[config.mk]
export PLATFORM = sky130hd
export DESIGN_NAME = ela_field_feeder_flat
export DESIGN_NICKNAME = d
export VERILOG_FILES = /design/src/rtl/ela_field_feeder_if.sv /design/src/rtl/ela_field_feeder.sv /design/src/flat_wrapper.sv
export SDC_FILE = /design/constraint.sdc
export NUM_CORES = 1
export LEC_CHECK = 0
export ABC_AREA = 1
export CORE_ASPECT_RATIO = 1.2
export CORE_MARGIN = 2
export CORE_UTILIZATION = 65
export CTS_CLUSTER_SIZE = 20
export DETAILED_ROUTE_END_ITERATION = 10
export PLACE_DENSITY = 0.82
export SETUP_SLACK_MARGIN = 0.1
export SYNTH_ARGS = -nofsm -noshare
export SYNTH_HDL_FRONTEND = slang
export SYNTH_SLANG_ARGS = --single-unit
export TNS_END_PERCENT = 5
[constraint.sdc]
create_clock -name clk -period 6 [get_ports clk]
set_input_delay 0.9 -clock clk [delete_from_list [all_inputs] [get_ports clk]]
set_output_delay 0.9 -clock clk [all_outputs]
set_load 0.02 [all_outputs]
[src/rtl/ela_field_feeder_if.sv]
// ela_field_feeder_if: upstream pixel stream plus ELA request/burst and status signals
interface ela_field_feeder_if #(parameter int DW = 8);
  logic [DW-1:0] s_data, in_data;
  logic s_valid, s_sof, s_ready, req, field_done, err_underrun, err_sync;
  logic [4:0] line_cnt;
  modport master(output s_data, s_valid, s_sof, req,
                 input s_ready, in_data, line_cnt, field_done, err_underrun, err_sync);
  modport slave(input s_data, s_valid, s_sof, req,
                output s_ready, in_data, line_cnt, field_done, err_underrun, err_sync);
endinterface

[src/rtl/ela_field_feeder.sv]
// ela_field_feeder: two-bank ping-pong line buffer serving WIDTH-cycle line bursts to ELA on req
module ela_field_feeder #(
  parameter int DW = 8,
  parameter int WIDTH = 32,
  parameter int LINES = 16
) (
  input logic clk,
  input logic rst,
  ela_field_feeder_if.slave bus
);
  localparam int CW = $clog2(WIDTH);
  typedef enum logic {IDLE, BURST} state_t;
  state_t state, state_n;
  logic [DW-1:0] mem [2][WIDTH];
  logic [1:0] bank_full;
  logic wr_bank, rd_bank;
  logic [CW-1:0] wr_col, rd_col, col;
  logic acc, fill, start, rel, last_line;
  assign bus.s_ready = !bank_full[wr_bank];
  assign acc = bus.s_valid & bus.s_ready;
  // a start-of-field pixel always lands in column 0, dropping any partial line
  assign col = bus.s_sof ? '0 : wr_col;
  assign fill = acc && col == CW'(WIDTH - 1);
  assign start = state == IDLE && bus.req && bank_full[rd_bank];
  assign rel = state == BURST && rd_col == CW'(WIDTH - 1);
  assign last_line = bus.line_cnt == 5'(LINES - 1);
  always_comb begin
    state_n = start ? BURST : rel ? IDLE : state;
    bus.in_data = state == BURST ? mem[rd_bank][rd_col] : bank_full[rd_bank] ? mem[rd_bank][0] : '0;
  end
  always_ff @(posedge clk)
    if (acc) mem[wr_bank][col] <= bus.s_data;
  always_ff @(posedge clk or posedge rst)
    if (rst) begin
      state <= IDLE;
      bank_full <= '0;
      wr_bank <= 1'b0;
      rd_bank <= 1'b0;
      wr_col <= '0;
      rd_col <= '0;
      bus.line_cnt <= '0;
      bus.field_done <= 1'b0;
      bus.err_underrun <= 1'b0;
      bus.err_sync <= 1'b0;
    end else begin
      state <= state_n;
      bank_full <= (bank_full & ~({1'b0, rel} << rd_bank)) | ({1'b0, fill} << wr_bank);
      wr_col <= acc ? (fill ? '0 : col + 1'b1) : wr_col;
      wr_bank <= wr_bank ^ fill;
      rd_col <= start ? CW'(1) : state == BURST ? rd_col + 1'b1 : rd_col;
      rd_bank <= rd_bank ^ rel;
      bus.line_cnt <= rel ? (last_line ? '0 : bus.line_cnt + 5'd1) : bus.line_cnt;
      bus.field_done <= rel && last_line;
      bus.err_underrun <= bus.err_underrun | (state == IDLE && bus.req && !bank_full[rd_bank]);
      bus.err_sync <= bus.err_sync | (acc && bus.s_sof && wr_col != '0);
    end
endmodule
[src/flat_wrapper.sv]
// flat-port wrapper written by rule: the top's interface ports become plain ports
module ela_field_feeder_flat 
#(
  parameter int DW = 8,
  parameter int WIDTH = 32,
  parameter int LINES = 16
)
  (clk, rst, bus_s_data, bus_s_valid, bus_s_sof, bus_req, bus_s_ready, bus_in_data, bus_line_cnt, bus_field_done, bus_err_underrun, bus_err_sync);
  ela_field_feeder_if #(.DW(DW)) bus_i ();
  input logic clk;
  input logic rst;
  input wire logic [$bits(bus_i.s_data)-1:0] bus_s_data;
  input wire logic [$bits(bus_i.s_valid)-1:0] bus_s_valid;
  input wire logic [$bits(bus_i.s_sof)-1:0] bus_s_sof;
  input wire logic [$bits(bus_i.req)-1:0] bus_req;
  output wire logic [$bits(bus_i.s_ready)-1:0] bus_s_ready;
  output wire logic [$bits(bus_i.in_data)-1:0] bus_in_data;
  output wire logic [$bits(bus_i.line_cnt)-1:0] bus_line_cnt;
  output wire logic [$bits(bus_i.field_done)-1:0] bus_field_done;
  output wire logic [$bits(bus_i.err_underrun)-1:0] bus_err_underrun;
  output wire logic [$bits(bus_i.err_sync)-1:0] bus_err_sync;
  assign bus_i.s_data = bus_s_data;
  assign bus_i.s_valid = bus_s_valid;
  assign bus_i.s_sof = bus_s_sof;
  assign bus_i.req = bus_req;
  assign bus_s_ready = bus_i.s_ready;
  assign bus_in_data = bus_i.in_data;
  assign bus_line_cnt = bus_i.line_cnt;
  assign bus_field_done = bus_i.field_done;
  assign bus_err_underrun = bus_i.err_underrun;
  assign bus_err_sync = bus_i.err_sync;
  ela_field_feeder #(.DW(DW), .WIDTH(WIDTH), .LINES(LINES)) u_core (.clk(clk), .rst(rst), .bus(bus_i));
endmodule
# Word level (Yosys, flattened, before mapping)
# Memory sizes are Yosys's and may differ from the RTL's.
# Index checks and enable logic that the tools add are counted.
# op_classes
n_addsub,3
multipliers,0
n_div,0
n_lt_le_gt_ge,5
n_eq_ne,3
shift,2
muxes,20
n_bitwise,11
n_reduce_logical,14
# ops
operator,count
$mux W256,1
$bmux W8 S5,1
$demux W8 S5,1
$mux W8,5
$mux W5,5
$add A5 B1 Y5 const B,3
$ge A6 B6 Y1 const B,2
$not A5 Y6,2
$eq A5 B5 Y1 const B,2
$logic_and A1 B1 Y1,9
$mux W1,7
$lt A6 B1 Y1 const B,1
$eq A5 B4 Y1 const B,1
$reduce_bool A5 Y1,1
$lt A1 B2 Y1 const B,2
$reduce_bool A2 Y1,2
$shl A1 B1 Y2,2
$and A2 B2 Y2,1
$logic_not A1 Y1,2
$not A2 Y2,1
$or A1 B1 Y1,2
$or A2 B2 Y2,1
$xor A1 B1 Y1,2
$and A1 B1 Y1,1
$not A1 Y1,1
# word_totals
ff_bits,23
latchBits,0
ramBits,512
rom_bits,0
inputBits,13
mem_count,1
# memory_table
name,words,word_bits,rd,rd_ports_with_merged_regs,wr,line_no,text
u_core.mem,2,256,1,0,1,ela_field_feeder.sv:14,logic [DW-1:0] mem [2][WIDTH];

# Depth between registers and ports, before layout
# Gate-level depths: netlist of run 1.
# depth
word_depth,7
mapped_depth,14

# Least setup slack after synthesis of run 1
# No wires, ideal clock.
# synth_timing
path_type,input to register
start,input bus_s_sof
end,memory u_core.mem[0][100] (netlist name) (enable)
arrival_ns,2.559
required_ns,5.617
setup_slack_ns,3.057
cell_stages,8
cell_sequence,clkbuf_1 -> nor2_1 -> ha_1 -> inv_1 -> nor2_1 -> clkinv_1 -> buf_2 -> nor3_1
# synth_between
elab_chain_len,7
# synth_lines
item,line_no,text
start: declaration,flat_wrapper.sv:14,input wire logic [$bits(bus_i.s_sof)-1:0] bus_s_sof;
$mux W5 (*),ela_field_feeder.sv:22,assign col = bus.s_sof ? '0 : wr_col;
$not A5 Y6 (not written as such) (*),ela_field_feeder.sv:32,if (acc) mem[wr_bank][col] <= bus.s_data;
$ge A6 B6 Y1 (not written as such) / $lt A6 B1 Y1 (equally long branches),ela_field_feeder.sv:32,
$logic_and A1 B1 Y1 (not written as such),ela_field_feeder.sv:32,
$mux W8 (not written as such),ela_field_feeder.sv:32,
$demux W8 S5 (*),ela_field_feeder.sv:32,
$mux W256 (not written as such) (*),ela_field_feeder.sv:32,
end: declaration,ela_field_feeder.sv:14,
# Every way passes the cells marked *; elsewhere a longest branch is shown, timed or not.

# Worst setup path after layout of run 1
# layout_timing
start,register u_core.rd_bank
end,output bus_in_data[3]
# layout_between
elab_chain_len,5
# layout_lines
item,line_no,text
start: declaration,ela_field_feeder.sv:16,"logic wr_bank, rd_bank;"
start signal: assignment,ela_field_feeder.sv:51,rd_bank <= rd_bank ^ rel;
$mem_v2 Z2 W256,n/a,
$bmux W8 S5,ela_field_feeder.sv:29,bus.in_data = state == BURST ? mem[rd_bank][rd_col] : bank_full[rd_bank] ? mem[rd_bank][0] : '0;
$mux W8 (not written as such) (2 in series),ela_field_feeder.sv:29,
$mux W8 (*),ela_field_feeder.sv:29,
end: declaration,flat_wrapper.sv:17,output wire logic [$bits(bus_i.in_data)-1:0] bus_in_data;
# Every way passes the cells marked *; elsewhere a longest branch is shown, timed or not. The select of a mux whose other input is x is not followed.

==> metrics list, run 1 <==
- Global routing usage summed across all routing layers: 0.3007
- Final Non-Filler Cells: 2439
* Most common cell after layout, fill and taps aside: sky130_fd_sc_hd__nand2_1
- Shortest clock period the worst path allows after layout: 5.270 ns
* Delay of the slowest cell on the worst path: 0.73 ns
- The share of the synthesized area in compound gates (AO/OA/AOI/OAI) was 0.005341.
* Data arrival time of the worst path: 4.37 ns
* CTS Hold Bufs: 0
- Of the synthesized area, sequential elements account for 0.7092.
- Adder-Cell Fraction of Synth Area: 0.006120
- The clock reaches the later pin of the worst-skew pair after 0.58 ns.
* Final setup margin: 0.7298 ns
- At the end of routability-driven placement, the weighted congestion stood at 0.8423.
- In this design, the largest share of critical-path delay is due to buffers and inverters.
* Num CTS Buffers: 49
* TritonCTS clock tree: built
* Total setup violations reported at the end of the flow: 0
- For met3 alone, demand over resource in global routing was 0.05128.
* Yosys top cell by area: sky130_fd_sc_hd__edfxtp_1
- After technology mapping, the gate count stands at 1966.
- The worst setup path is launched from a flip-flop.
- Of all nets on the critical path, the largest fanout is 105.
* Max VDD drop: 0.3830 mV
* RSZ-0062 raised after global routing: no
* Antenna violations before repair: 0
- Worst setup skew after layout: 0.02295 ns
- The portion of synthesized area spent on multiplexers is 0.
- The number of global-route vias before repair came to 15280.
- In this run, the number of DRC markers left after iteration 0 of detailed routing was 1934.
- The root buffer cell chosen for the clock tree is sky130_fd_sc_hd__clkbuf_16.
- Critical path, cell by cell: inv_6, buf_12, nand2_1, nand3_1, nand3_1, nand2_1, nand2_1, nand3_1, nand2_1, nand2_1, nand3_1, nand2_1, clkdlybuf4s50_1
- In this run, distinct cell masters in the synthesized netlist total 28.
* Fraction of met2 tracks used by global routing: 0.5097
- In the layout the commonest cells are 720 x sky130_fd_sc_hd__nand2_1, 512 x sky130_fd_sc_hd__edfxtp_1, 431 x sky130_fd_sc_hd__nand3_1, 65 x sky130_fd_sc_hd__nor3_1, 49 x sky130_fd_sc_hd__clkbuf_16.
- Once detailed placement completed, the half-perimeter wirelength came to 29200 um.
- After detailed routing, the total wire length is 53740 um.
- Timing analysis after detailed placement gives a worst setup slack of 1.493 ns.
- Measured along the x axis, the die boundary spans 173.8 um.
* Achievable clock frequency: 0.1897 GHz
- Row generation in the floorplan step produced 74 rows.
- In this design, the critical path's most frequently occurring cell is sky130_fd_sc_hd__nand2_1.
* Part of the cycle the worst path needs: 0.8784
- Total negative slack for setup checks: 0 ns
- The longest clock path from root to sink contains 3 buffers.
- In this run, post-CTS repair resized a total of 0 instances.
- H-tree level count: 2
- The flow ran to the end, and the final reports show no timing, DRC or antenna violations.
* Final Hold Vio Count: 0
* Number of fill cells: 2237
- At the end of the flow, the number of nets in the layout was 1967.
- Fraction of final layout cells sized beyond drive strength 1: 0.05497
- Remaining max-slew budget at the tightest pin: 0.09785
- First-pass detailed-route iteration total: 6
- The floorplan step set the die height to 207.8 um.
* Global routing's busiest layer: met2
- Crit path required time: 5.10 ns
- M1 GR Usage: 0.3748
- The share of synthesized area in the top cell type comes to 0.6836.
- Post-route DRC violation count: 0
- Entering global routing, the biggest net connects 209 pins.
* Final antenna-violating net count: 0
- In this run the standard cell core region covers 34070 um2.
- The initial utilization of the core area, before any placement, comes to 0.6601.
* Post-CTS setup buffer count: 0
- The synthesized design contains 535 register bits.
- Summing every instance area after synthesis gives 22490 um2.
* Synthesized-area fraction occupied by and/or/nand/nor cells: 0.2351
- Final worst hold slack: 0.4848 ns
- Total via count in the routed design: 15331
- Sorting the synthesized cells by area gives the leading types as sky130_fd_sc_hd__edfxtp_1 68%, sky130_fd_sc_hd__nand2_1 12%, sky130_fd_sc_hd__nand3_1 9.6%.
- Slowest stage cell on the critical path: sky130_fd_sc_hd__dfrtp_4
- The number of placed instances, taps included, is 2348.
* Path category of the worst min-delay check: reg -> reg
- Yosys printed 0 warnings.
* Total buffers and inverters traversed by the critical path: 3
- Remaining global-route overflow: 0
- Clock-pin slew was measured on the worst setup and hold paths at 0.06 ns.
- Pin placement for this block handled 30 I/O pins.
* Power per Cell Area: 462.0 nW/um2
- Antenna fix cells: 0
* Critical path start-end classification: reg -> out
* Max Slew Vio Count: 0
- Measured slew at the worst slew-check pin: 1.343 ns
- After synthesis, the largest family of logic cells by area is simple AND/OR/NAND/NOR gates.
* Die Outline Area: 36110 um2
- Max-cap violations: 0
- Kind of end point of the critical path: output pin
- After detailed routing, the number of vias per cell comes to 6.286.
* Static Leakage: 0.008783 uW
- The count of buffers added on input and output ports is 29.
- DR WL/cell: 22.03 um
* Syn nets: 1990
* Total number of clock tree sinks: 535
- Wire length of the first global-routing pass: 83190 um
- Of the total synthesized cell area, the portion taken by XOR and XNOR cells is 0.001558.
- Dividing the synthesized area by the synthesized cell count gives 11.44 um2.
- Relative to the synthesized area, the layout overhead comes to 7.738%.
[cells in the mapped netlist, drive strengths merged]
master  count
o21ai      10
a31oi       1
clkbuf     17
a21oi       2
xor2        4
o22ai       3
ha         11
o21bai      3
dfrtp      23
edfxtp    512
inv        29
nor2       19
nor3       65
nand4       3
nand3     431
nand2     722
clkinv      3
buf       107
a31o        1
[per-layer routing]
metal  wire length, um  share of wire  up-vias
met1             18900           0.35     7312
met4              2579          0.048        0
met2             27080           0.50     1008
met5                 0              0        -
li1                  -              -     6821
met3              5173          0.096      190
[power breakdown]
| group | internal, uW | switching, uW | total, uW |
|---|---|---|---|
| clock | 1670 | 1320 | 3000 |
| combinational | 1120 | 2700 | 3820 |
| sequential | 4170 | 213 | 4380 |
[state kept, by name, summed over array words and instances (netlist names), 2 cells and up]
| register | count |
|---|---|
| u_core.mem | 512 |
| u_core.bus.line_cnt | 5 |
| u_core.rd_col | 5 |
| u_core.wr_col | 5 |
| u_core.bank_full | 2 |
[worst reg2reg max path: cells and delay by family (launching register included)]
| family | cells | cell delay (ns) |
|---|---|---|
| and+or+nand+nor | 4 | 2.15 |
| AOI/OAI and AO/OA | 1 | 0.12 |
| buffers and inverters | 1 | 0.29 |
| DFF | 1 | 1.13 |
[final cells by class]
class,count,area (um2),area share
Timing Repair Buffer,50,457.9,0.01890
Clock buffer,57,1256,0.05184
Inverter,32,127.6,0.005267
Sequential cell,535,15960,0.6586
Multi-Input combinational cell,1275,5580,0.2303
Clock inverter,34,279.0,0.01152
Tap cell,456,570.5,0.02355
[through the flow]
stage	utilization	cell area [um2]	total power (uW)
6_report	0.7111	24230	11190
5_1_grt	0.7111	24230	11680
4_1_cts	0.7111	24230	11120
3_5_place_dp	0.6661	22700	8137
3_3_place_gp	0.6661	22700	8024
2_1_floorplan	-	22490	7143
[kinds of logic after synthesis]
logic type	count (synthesis)
AO/OA/AOI/OAI	20
XOR/XNOR	4
adder cells (fa/ha/maj)	11
buffers and inverters	156
flip-flops	535
AND/OR/NAND/NOR	1240
[path summary, 6_finish.rpt]
kind / startpoint / to / slack [ns] / depth (start not counted)
worst max-delay path: u_core.rd_bank$_DFF_PP0_ / bus_in_data[3] / 0.73 / 13
worst min-delay path: u_core.bus.err_sync$_DFF_PP0_ / u_core.bus.err_sync$_DFF_PP0_ / 0.48 / 1
worst max register to register: u_core.wr_bank$_DFF_PP0_ / u_core.mem[1][120]$_DFFE_PP_ / 1.90 / 6
worst min register to register: u_core.bus.err_sync$_DFF_PP0_ / u_core.bus.err_sync$_DFF_PP0_ / 0.48 / 1
max in group asynchronous: rst / u_core.rd_col[0]$_DFFE_PP0P_ / 4.49 / 2
min in group asynchronous: rst / u_core.bus.line_cnt[4]$_DFFE_PP0P_ / 0.83 / 2
No activity file was read; power rests on OpenSTA's default activity.
==> run 2: changes to the inputs <==
- CTS_CLUSTER_SIZE: 20 -> default
==> results of run 2 <==
The final DEF is identical to that of run 1; final timing and power are the same.
==> run 3: changes to the inputs <==
- SETUP_SLACK_MARGIN: 0.1 -> 0.3
==> results of run 3 <==
The final DEF is identical to that of run 1; final timing and power are the same.
